### src/rtl/nmos_phase_gen.sv
// Two-phase non-overlapping clock sequencer: derives registered PHI1/PHI2 enables (C1/C2)
// from main_clk, with programmable phase width, dead time, run/stop and single-step.
module nmos_phase_gen #(
    parameter int unsigned DIV_W = 8,
    parameter int unsigned CNT_W = 16
) (
    input  logic             main_clk,
    input  logic             R_n,
    input  logic             en,
    input  logic             step,
    input  logic [DIV_W-1:0] ph_len,
    input  logic [DIV_W-1:0] gap_len,
    output logic             C1,
    output logic             C2,
    output logic             phi1_start,
    output logic             phi2_end,
    output logic             step_ack,
    output logic             busy,
    output logic [CNT_W-1:0] cycle_cnt
);

    typedef enum logic [2:0] {StIdle, StPhi1, StGap1, StPhi2, StGap2} state_e;

    state_e           state_q, state_d;
    logic [DIV_W-1:0] cnt_q, cnt_d;
    logic [DIV_W-1:0] len_q, len_d;
    logic [DIV_W-1:0] gap_q, gap_d;
    logic             step_mode_q, step_mode_d;
    logic [CNT_W-1:0] cycle_cnt_q, cycle_cnt_d;

    logic             c1_q, c1_d;
    logic             c2_q, c2_d;
    logic             phi1_start_q, phi1_start_d;
    logic             phi2_end_q, phi2_end_d;
    logic             step_ack_q, step_ack_d;
    logic             busy_q, busy_d;

    logic [DIV_W-1:0] ph_eff, gap_eff;
    logic             cnt_last;
    logic             load;

    always_comb begin
        ph_eff   = (ph_len == '0) ? DIV_W'(1) : ph_len;
        gap_eff  = (gap_len == '0) ? DIV_W'(1) : gap_len;
        cnt_last = (cnt_q == '0);
    end

    always_comb begin
        state_d     = state_q;
        cnt_d       = cnt_q;
        len_d       = len_q;
        gap_d       = gap_q;
        step_mode_d = step_mode_q;
        cycle_cnt_d = cycle_cnt_q;
        step_ack_d  = 1'b0;
        load        = 1'b0;

        unique case (state_q)
            StIdle: begin
                if (en || step) begin
                    load        = 1'b1;
                    step_mode_d = ~en;
                end
            end
            StPhi1: begin
                if (cnt_last) begin
                    state_d = StGap1;
                    cnt_d   = gap_q - DIV_W'(1);
                end else begin
                    cnt_d = cnt_q - DIV_W'(1);
                end
            end
            StGap1: begin
                if (cnt_last) begin
                    state_d = StPhi2;
                    cnt_d   = len_q - DIV_W'(1);
                end else begin
                    cnt_d = cnt_q - DIV_W'(1);
                end
            end
            StPhi2: begin
                if (cnt_last) begin
                    state_d = StGap2;
                    cnt_d   = gap_q - DIV_W'(1);
                end else begin
                    cnt_d = cnt_q - DIV_W'(1);
                end
            end
            StGap2: begin
                if (cnt_last) begin
                    cycle_cnt_d = cycle_cnt_q + CNT_W'(1);
                    // en is only consulted here, so a falling en never truncates a cycle
                    if (en && !step_mode_q) begin
                        load = 1'b1;
                    end else begin
                        state_d     = StIdle;
                        step_ack_d  = step_mode_q;
                        step_mode_d = 1'b0;
                    end
                end else begin
                    cnt_d = cnt_q - DIV_W'(1);
                end
            end
            default: state_d = StIdle;
        endcase

        // Config is captured only when a new cycle begins
        if (load) begin
            state_d = StPhi1;
            len_d   = ph_eff;
            gap_d   = gap_eff;
            cnt_d   = ph_eff - DIV_W'(1);
        end
    end

    always_comb begin
        c1_d         = (state_d == StPhi1);
        c2_d         = (state_d == StPhi2);
        phi1_start_d = (state_d == StPhi1) && (state_q != StPhi1);
        phi2_end_d   = (state_d == StPhi2) && (cnt_d == '0);
        busy_d       = (state_d != StIdle);
    end

    always_ff @(posedge main_clk or negedge R_n) begin
        if (!R_n) begin
            state_q      <= StIdle;
            cnt_q        <= '0;
            len_q        <= DIV_W'(1);
            gap_q        <= DIV_W'(1);
            step_mode_q  <= 1'b0;
            cycle_cnt_q  <= '0;
            c1_q         <= 1'b0;
            c2_q         <= 1'b0;
            phi1_start_q <= 1'b0;
            phi2_end_q   <= 1'b0;
            step_ack_q   <= 1'b0;
            busy_q       <= 1'b0;
        end else begin
            state_q      <= state_d;
            cnt_q        <= cnt_d;
            len_q        <= len_d;
            gap_q        <= gap_d;
            step_mode_q  <= step_mode_d;
            cycle_cnt_q  <= cycle_cnt_d;
            c1_q         <= c1_d;
            c2_q         <= c2_d;
            phi1_start_q <= phi1_start_d;
            phi2_end_q   <= phi2_end_d;
            step_ack_q   <= step_ack_d;
            busy_q       <= busy_d;
        end
    end

    assign C1         = c1_q;
    assign C2         = c2_q;
    assign phi1_start = phi1_start_q;
    assign phi2_end   = phi2_end_q;
    assign step_ack   = step_ack_q;
    assign busy       = busy_q;
    assign cycle_cnt  = cycle_cnt_q;

endmodule

### config.mk
export PLATFORM = sky130hd
export DESIGN_NAME = nmos_phase_gen
export DESIGN_NICKNAME = d
export VERILOG_FILES = /design/src/rtl/nmos_phase_gen.sv
export SDC_FILE = /design/constraint.sdc
export NUM_CORES = 1
export LEC_CHECK = 0
export CAP_MARGIN = 5
export CORE_MARGIN = 8
export CORE_UTILIZATION = 50
export DETAILED_ROUTE_END_ITERATION = 8
export PLACE_DENSITY = 0.77
export SETUP_SLACK_MARGIN = 0.5
export SYNTH_ARGS = -nofsm -noshare
export SYNTH_HDL_FRONTEND = slang
export SYNTH_SLANG_ARGS = --single-unit
### constraint.sdc
create_clock -name main_clk -period 2.2 [get_ports main_clk]
set_input_delay 0.22 -clock main_clk [delete_from_list [all_inputs] [get_ports main_clk]]
set_output_delay 0.22 -clock main_clk [all_outputs]
set_load 0.005 [all_outputs]
# Word-level counts from Yosys, hierarchy flattened
# Cells that the tools add are included.
# W data, S select, Z words.
[word_totals]
reg_bits = 50
[op_classes]
n_addsub = 5
eq_ne = 10
mux = 25
bitwise_logic = 1
reduce_logical = 15
[ops]
columns = ["op", "n"]
rows = [
  ["$mux W8", 6],
  ["$logic_not A8 Y1", 4],
  ["$sub A8 B1 Y8 const B", 4],
  ["$pmux W8 S3", 1],
  ["$mux W3", 6],
  ["$add A16 B1 Y16 const B", 1],
  ["$pmux W3 S5", 1],
  ["$eq A3 B2 Y1 const B", 3],
  ["$mux W1", 9],
  ["$eq A3 B1 Y1 const B", 2],
  ["$ne A2 B2 Y1 const B", 3],
  ["$pmux W1 S2", 2],
  ["$reduce_and A4 Y1", 1],
  ["$eq A3 B3 Y1 const B", 1],
  ["$logic_and A1 B1 Y1", 3],
  ["$logic_not A3 Y1", 1],
  ["$ne A3 B1 Y1 const B", 1],
  ["$reduce_bool A3 Y1", 1],
  ["$reduce_and A2 Y1", 1],
  ["$reduce_bool A2 Y1", 1],
  ["$reduce_or A2 Y1", 1],
  ["$logic_not A1 Y1", 1],
  ["$logic_or A1 B1 Y1", 1],
  ["$not A1 Y1", 1],
]

# Logic depth before layout (Yosys ltp)
# Gate-level depths: netlist of the first run.
[depth]
depth_word = 8
depth_mapped = 9
mapped_depth_nobuf = 9

# Worst setup path after synthesis of the first run
# No wires, ideal clock.
[synth_timing]
kind = "register to register"
start = "reg cnt_q[0]"
end = "reg phi2_end_q, in the netlist phi2_end"
setup_time_ns = 0.096
arrival_ns = 2.327
required_ns = 2.104
setup_slack_ns = -0.223
stages_incl_launch_ff = 9
synth_period_minus_slack_ns = 2.423
cell_sequence = "dfrtp_1 > inv_1 > ha_1 > nor4b_4 > nand4_4 > a21o_4 > and3_1 > or4_1 > nor4_2"
[synth_between]
elab_chain_cells = 6
word_cells_on_any_way = 18
[synth_lines]
columns = ["element", "line_no", "source"]
rows = [
  ["from (decl)", "25", "logic [DIV_W-1:0] cnt_q, cnt_d;"],
  ["from (signal assigned)", "140", "cnt_q <= cnt_d;"],
  ["$sub A8 B1 Y8 / $logic_not A8 Y1 (equally long branches)", "--", ""],
  ["$mux W8 (tied with other cells)", "90", "if (cnt_last) begin"],
  ["$pmux W8 S3 (tied with other cells)", "58", "unique case (state_q)"],
  ["$mux W8 / $mux W3 (equally long branches)", "108", "if (load) begin"],
  ["$logic_not A8 Y1 / $eq A3 B2 Y1 (equally long branches)", "120", "phi2_end_d = (state_d == StPhi2) && (cnt_d == '0);"],
  ["$logic_and A1 B1 Y1 (*)", "120", ""],
  ["named net phi2_end_d", "34", "logic phi2_end_q, phi2_end_d;"],
  ["to (signal assigned)", "148", "phi2_end_q <= phi2_end_d;"],
  ["to (decl)", "34", ""],
]
# Mark *: on every way through the listed nets, which the timed path passes. The rest lies on a longest branch.
# A chain may end at the register's enable or synchronous reset.

# Worst setup path in the final report of the first run
[layout_timing]
start = "reg len_q[1]"
end = "reg phi2_end_q, in the netlist phi2_end"
[layout_between]
elab_chain_cells = 6
[layout_lines]
columns = ["element", "line_no", "source"]
rows = [
  ["from (decl)", "26", "logic [DIV_W-1:0] len_q, len_d;"],
  ["from (signal assigned)", "141", "len_q <= len_d;"],
  ["$sub A8 B1 Y8", "76", "cnt_d = len_q - DIV_W'(1);"],
  ["$mux W8", "74", "if (cnt_last) begin"],
  ["$pmux W8 S3", "58", ""],
  ["$mux W8", "108", ""],
  ["$logic_not A8 Y1", "120", ""],
  ["$logic_and A1 B1 Y1", "120", ""],
  ["named net phi2_end_d", "34", ""],
]
# The timed path passes the listed nets, and every way through them passes these cells.

==> results of run 1 <==
-- worst max-delay path by stage --
stage                                    end  slack [ns]  depth (start not counted)
final                     phi2_end$_DFF_PN0_       -0.36                          8
after global routing      phi2_end$_DFF_PN0_       -0.40                          8
after CTS                 phi2_end$_DFF_PN0_       -0.24                          8
after detailed placement  phi2_end$_DFF_PN0_       -0.69                         10
after global placement    phi2_end$_DFF_PN0_       -0.56                         10
after floorplan           phi2_end$_DFF_PN0_       -0.13                          8
-- per-stage QoR --
| step | setup TNS [ns] | hold WS (ns) | std cells | total power [mW] |
|---|---|---|---|---|
| 3_5_place_dp | -2.03 | 0.230 | 498 | 3.76 |
| 3_3_place_gp | -1.41 | 0.225 | 498 | 3.69 |
| 4_1_cts | -0.473 | 0.401 | 529 | 4.99 |
| 5_1_grt | -9.28 | 0.412 | 538 | 5.80 |
| 2_1_floorplan | -0.163 | -0.0756 | 328 | 2.74 |
| 6_report | -6.45 | 0.385 | 538 | 5.58 |
-- Yosys cell counts (2+ instances only) --
cell type	number
dfrtp_1	48
nand2_1	48
nor2_1	24
inv_1	17
nor3_1	16
xnor2_1	14
o21ai_0	13
xor2_1	12
clkbuf_1	11
a21oi_1	10
or3_1	8
a211oi_1	7
nand3_1	6
ha_1	5
or4_1	5
and3_1	4
nand4_1	4
nor4_1	4
nand2b_1	3
nor2b_1	3
nor3b_1	3
o31a_1	3
a2111oi_0	2
a211o_1	2
a221oi_1	2
a22oi_1	2
a311o_1	2
a31oi_1	2
and2_1	2
and4_1	2
buf_2	2
dfstp_2	2
mux2i_1	2
o211ai_1	2
o31ai_1	2
o32ai_1	2
or2_2	2
or3b_2	2
-- kinds of logic (layout without fill, tap and decap cells) --
family | Yosys count | count (layout) | share of synthesized area (%)
DFF | 50 | 50 | 42.0
and+or+nand+nor | 146 | 146 | 26.8
adders and majority gates | 5 | 5 | 2.09
muxes | 3 | 3 | 1.05
AOI/OAI and AO/OA | 66 | 66 | 16.0
xor gates and xnor gates | 26 | 26 | 7.62
buffers and inverters | 32 | 167 | 4.52
-- cells in the final DEF, fill, tap and decap left out, drive strengths merged, types with 10 or more instances in the layout --
master	instances
clkdlybuf4s50	36
o21ai	15
xnor2	14
nor3	17
nand2	48
nor2	24
buf	100
a21oi	10
inv	18
xor2	12
dfrtp	48
-- worst max-delay path, stage by stage, from the launching register on --
cell	delay (ns)
dfrtp_1	0.46
inv_1	0.13
ha_1	0.24
nand2b_1	0.13
o211a_1	0.23
nor3_1	0.45
a2111oi_4	0.14
or4_4	0.57
nor4_4	0.13
-- state kept, by name, summed over array words and instances (netlist names) --
signal       flops
cycle_cnt       16
cnt_q            8
gap_q            8
len_q            8
state_q          3
C1               1
C2               1
busy             1
phi1_start       1
phi2_end         1
step_ack         1
step_mode_q      1
-- per-layer routing --
layer  vias up  track usage [%]
li1       1453                -
met4         0             12.9
met5         -                0
met2       211             42.5
met3        70             4.81
met1      1626             27.3
-- report_power, final --
part	internal, mW	leakage (nW)	total (mW)	switching [mW]
logic	1.67	1.62	3.47	1.80
clock network	0.237	0.0502	0.609	0.372
registers	1.21	0.627	1.50	0.293
-- area by class of cell --
cell class	count	area [sq um]	share of cell area, %
multi-input cells	246	2120	42.4
repair buffers	141	1360	27.2
flip-flops and latches	50	1250	25.1
well taps	75	93.8	1.88
inverters	18	72.6	1.45
clock buffers	5	68.8	1.38
clock inverters	3	28.8	0.576
-- timing repair --
action | 4_1_cts | 5_1_grt
hold endpoints to repair | 48 | 0
endpoints found under the setup margin | 50 | 50
hold buffers | 1 | 0
cloned | 3 | 0
pin swaps | 33 | 15
gates resized for setup | 81 | 51
buffers inserted | 19 | 9
==> metrics.md, run 1 <==
| Metric | Value |
|---|---|
| Total length of routed wires | roughly 12000 microns |
| Min cycle time layout | about 2.6 ns |
| Hold endpoint | len_q[5]$_DFFE_PN0P_ |
| Seq/Total Area, Yosys | between 40% and 50% |
| Die Y | 93.3 microns |
| Number of diodes | 0 |
| Layout area overhead | 67.1% |
| Initial antenna violation count | 0 |
| RSZ-0062 raised after global routing | yes |
| H-tree Lvls | 2 |
| Worst-path fanout max | 5 |
| Vias in the first global route | around 3.4k |
| Rows | 28 |
| CTS Sinks | 50 |
| Syn_nets | about 350 |
| R2r setup slk | -0.36 ns |
| Worst skew pair latency | 0.32 ns |
| Post-synth EDFFs | 0 |
| Crit path from | len_q[1]$_DFFE_PN0P_ |
| Filler cell count | 300 |
| I/O pin cnt | between 40 and 50 |
| CTS Buffer Depth | 2 |
| Drt pass-1 iters | 5 |
| Main synth FF type | dfrtp_1 |
| Clock slew seen by the registers of the worst setup and hold paths | between 0.1 and 0.15 ns |
| FF-to-FF Start | len_q[1]$_DFFE_PN0P_ |
| DR top layer | met4 |
| DR WL met2 | between 5000 and 6000 microns |
| FF-to-FF path depth | 8 |
| Async SR Flop Fraction | 100% |
| Setup-failing EPs final | 36 |
| Tcrit/Tclk final | 117% |
| Syn avg cell area | 9.11 sq um |
| Outcome | finished with violations |
| Worst Path Arrival | about 2.8 ns |
| Kind of critical path | reg -> reg |
| Setup slack after layout | -0.364 ns |
| GR Overflow Total | 0 |
| Count of input and output buffers | 41 |
| Drt via density | ~6.2 |
| Final nets | slightly below 500 |
| Syn Inst Count | approximately 330 |
| # DRC | 0 |
| Routed WL per cell | approximately 22 microns |
| Clock root cell | clkbuf_8 |
| Area leader, netlist | dfrtp_1 |
| Failing checks | negative setup slack |
| Largest net degree at the start of global routing | slightly above 50 |
| TritonCTS clock tree | built |
| Fraction of layout cells with a size suffix above 1 | between 40 and 50% |
| Worst Tran Pin Value | ~0.56 ns |
| Core area | 5850 sq um |
| Setup Skew | about 0.013 ns |
| Worst hold stages | 4 |
| CP Capture Type | register |
| Initial DRC count | around 270 |
| Required time of the critical path | between 2 and 2.5 ns |
| Final hold vios | 0 |
| Die Wd | slightly above 90 microns |
| Die footprint | around 8700 sq um |
| Placement Setup Slack | -0.689 ns |
| Max Fclk | ~390 MHz |
| Hold Crit Class | in -> reg |
| Synth area leaders | dfrtp_1 (40%), nand2_1 (6.0%), xnor2_1 (4.1%) |
| Hold_sp | ph_len[5] |
| Final instance area | approximately 5000 sq um |
| LEAKAGE | ~2.3 nW |
| Metal1 wirelength | roughly 4300 microns |
| Count of pins over their slew limit | 0 |
| Area of placed instances | 4050 sq um |
| Gr usage total | 24.3% |
| Pwr per Cell Area | around 1100 nW/um^2 |
| Rel. slew slack | 62.2% |
| Yosys warns | 0 |
| Initial Utilization | roughly half |
| Mapped Area | 2990 sq um |
| Antenna Violating Nets Remaining | 0 |
| WL met3 | 924 microns |
| Maxcap violations | 0 |
| Worst Setup Start Kind | register |
| CTS Buf Count | 5 |
| Via count | about 3.4k |
| Final HPWL DP | 6520 microns |
| Area share of the largest cell type after synthesis | roughly two fifths |
| Cell variety after synth | 66 |
| Gpl congestion | 0.928 |
| Worst R2R End | phi2_end$_DFF_PN0_ |
| Post-layout util | a little under nine tenths |
| Register bit count reported by yosys | 50 |
| Worst vdd ir | roughly 810 uV |
| First-pass GRT wire length | 16800 microns |
(Power assumes the default switching activity.)
==> run 2, diff against run 1 <==
--- a/config.mk
+++ b/config.mk
@@ -6,6 +6,7 @@
 export NUM_CORES = 1
 export LEC_CHECK = 0
 export CAP_MARGIN = 5
+export CORE_ASPECT_RATIO = 1.1
 export CORE_MARGIN = 8
 export CORE_UTILIZATION = 50
 export DETAILED_ROUTE_END_ITERATION = 8
==> run 2 against run 1 <==
The run still ends with negative setup slack left. Clock skew is 0.0048 ns lower. Sequential power is 3% lower. Worst setup slack better by 0.025 ns. Cell count is 1.1% higher. Wire length is 14% lower. Final area is 3.7% lower. Total power is 4.2% lower. Combinational power is 7.5% lower. Register-to-register slack better by 0.03 ns. Non-clock buffer count is 4 higher. Largest cell class unchanged.
==> metrics.md, run 2 (synthesis gave the netlist of run 1 again) <==
| Metric | Value |
|---|---|
| Filler cell count | 328 (+9.3%) |
| Kind of critical path | reg -> reg |
| Comb pwr share | 60.0% (-2.2 points) |
| Setup slack after layout | -0.339 ns (+0.0252 ns) |
| CTS Buf Count | 5 (unchanged) |
| Maxcap violations | 0 (unchanged) |
| Gr usage total | 22.4% (-1.9 points) |
| CTS Buffer Depth | 2 (unchanged) |
| Die Y | 97.1 microns (+4.0%) |
| Switch share | 40.4% (-3.8 points) |
| Initial DRC count | 247 (-7.5%) |
| Worst R2R End | phi2_end$_DFF_PN0_ |
| Outcome | finished with violations |
| Initial antenna violation count | 0 (unchanged) |
| Final hold vios | 0 (unchanged) |
| Required time of the critical path | 2.42 ns (-0.02 ns) |
| RSZ-0062 raised after global routing | yes |
| First-pass GRT wire length | 16200 microns (-3.7%) |
| Clock slew seen by the registers of the worst setup and hold paths | 0.10 ns (about the same) |
| Max reg flops | 16 (unchanged) |
| Final instance area | 4810 sq um (-3.7%) |
| Drt pass-1 iters | 5 (unchanged) |
| # DRC | 0 (unchanged) |
| Layout area overhead | 60.9% |
| FF-to-FF path depth | 8 (unchanged) |
| GR Overflow Total | 0 (unchanged) |
| Internal Pwr Total | 3.19 mW (+2.4%) |
| I/O pin cnt | 42 (unchanged) |
| Final HPWL DP | 6530 microns (+0.11%) |
| Worst Tran Pin Value | 0.523 ns (-0.0379 ns) |
| Gpl congestion | 0.931 (+0.34%) |
| Area of placed instances | 4170 sq um (+3.0%) |
| Core area | 5770 sq um (-1.4%) |
| Worst Setup Start Kind | register |
| Setup-failing EPs final | 26 (-28%) |
| Hold Crit Class | in -> reg |
| Worst-path fanout max | 4 (-1) |
| Routed WL per cell | 18.7 microns (-15%) |
| R2r setup slk | -0.34 ns (+0.03 ns) |
| Worst skew pair latency | 0.31 ns (about the same) |
| Largest net degree at the start of global routing | 51 (unchanged) |
| LEAKAGE | 2.19 nW (-4.6%) |
| Min cycle time layout | 2.54 ns (-0.0252 ns) |
| FF-to-FF Start | cnt_q[1]$_DFF_PN0_ |
| Antenna Violating Nets Remaining | 0 (unchanged) |
| Critical Path Sink | phi2_end$_DFF_PN0_ |
| Via count | 3239 (-3.6%) |
| CTS Sinks | 50 (unchanged) |
| Die Wd | 89.7 microns (-3.9%) |
| Worst vdd ir | 811 uV (+0.58%) |
| Post-layout util | 83.3% (-2.0 points) |
| Worst Path Arrival | 2.76 ns (-0.05 ns) |
| Number of diodes | 0 (unchanged) |
| Die footprint | 8710 sq um (about the same) |
| CP Capture Type | register |
| Fraction of layout cells with a size suffix above 1 | 38.8% (-6.2 points) |
| Count of input and output buffers | 41 (unchanged) |
| Initial Utilization | 51.8% (+0.72 points) |
| Net switching power | 2.16 mW (-12%) |
| TritonCTS clock tree | built |
| Rows | 29 (+3.6%) |
| Commonest non-fill, non-tap cells in the layout | buf_4 (84), dfrtp_1 (48), nand2_1 (42), clkdlybuf4s50_1 (36), nor2_1 (16) |
| Clock root cell | clkbuf_8 |
| Failing checks | negative setup slack |
| Max Fclk | 394 MHz (+0.99%) |
| Commonest non-fill, non-tap cell in the layout | buf_4 |
| Register area | 1250 sq um (unchanged) |
| Rel. slew slack | 64.2% (+2.0 points) |
| H-tree Lvls | 2 (unchanged) |
| Final nets | 491 (+0.82%) |
| Setup Skew | 0.00827 ns (-0.00483 ns) |
| Pwr per Cell Area | 1110 nW/um^2 (-0.46%) |
| Flop pwr share | 27.2% (+0.3 points) |
| Total length of routed wires | 10200 microns (-14%) |
| Count of pins over their slew limit | 0 (unchanged) |
| Hold Slack | 0.376 ns (-0.00903 ns) |
| Vias in the first global route | 3395 (+0.71%) |
| Tcrit/Tclk final | 115% (-1.1 points) |
| Clock share of power | 12.8% (+1.9 points) |
| Crit path from | cnt_q[1]$_DFF_PN0_ |
| Drt via density | 5.95 (-4.7%) |
| Area of the multi-input gates | 1920 sq um (-9.3%) |
-- run 2: critical path, stage by stage, from the launching register on --
cell     delay, ns
dfrtp_1       0.41
inv_2         0.08
ha_4          0.14
nor4b_4       0.39
nand4_1       0.20
a221o_1       0.34
a31o_1        0.21
or4_4         0.52
nor4_2        0.16
-- run 2: worst min-delay path by stage --
stage,to,slack (ns),startpoint,cells after the start
after floorplan,C1$_DFF_PN0_,-0.08,R_n,0
after global placement,step_mode_q$_DFFE_PN0P_,0.23,R_n,2
after detailed placement,step_ack$_DFF_PN0_,0.23,R_n,2
after CTS,len_q[5]$_DFFE_PN0P_,0.38,ph_len[5],4
after global routing,len_q[5]$_DFFE_PN0P_,0.39,ph_len[5],4
final,len_q[5]$_DFFE_PN0P_,0.38,ph_len[5],4
-- run 2: repair_timing --
| action | in CTS | in global routing |
|---|---|---|
| gates cloned | 2 | 0 |
| buffers inserted | 13 | 6 |
| gates resized for setup | 61 | 18 |
| pin swaps | 19 | 7 |
| endpoints found under the setup margin | 50 | 50 |
| endpoints found under the hold margin | 48 | 0 |
| hold buffers | 1 | 0 |
-- run 2: layout make-up --
type / count / share of cell area [%]
Multi-Input combinational cell: 246 / 39.9
Timing Repair Buffer: 145 / 28.1
Sequential cell: 50 / 26.1
Tap cell: 77 / 2.00
Inverter: 18 / 1.51
Clock buffer: 5 / 1.43
Clock inverter: 3 / 0.911
-- run 2: metal layers --
metal | vias to the layer above | track usage, % | part of all wire (%)
met5 | - | 0 | 0
met4 | 0 | 13.3 | 5.7
met3 | 52 | 5.72 | 5.9
met2 | 144 | 38.6 | 50
met1 | 1587 | 24.2 | 38
li1 | 1456 | - | -
-- run 2: per-stage QoR --
step | setup WS [ns] | power, mW | setup TNS [ns] | instances
floorplan | -0.126 | 2.74 | -0.163 | 328
global placement | -0.574 | 3.84 | -1.57 | 514
detailed placement | -0.627 | 3.89 | -1.91 | 514
CTS | -0.259 | 5.09 | -0.750 | 538
global route | -0.364 | 5.62 | -5.64 | 544
finish | -0.339 | 5.35 | -2.68 | 544
-- run 2: power groups by stage --
stage / logic [mW] / registers [mW] / clock network [mW]
after floorplan: 1.30 / 1.44 / 0
after global placement: 2.40 / 1.44 / 0
after detailed placement: 2.44 / 1.45 / 0
after CTS: 2.96 / 1.44 / 0.683
after global routing: 3.41 / 1.49 / 0.720
final: 3.21 / 1.46 / 0.683
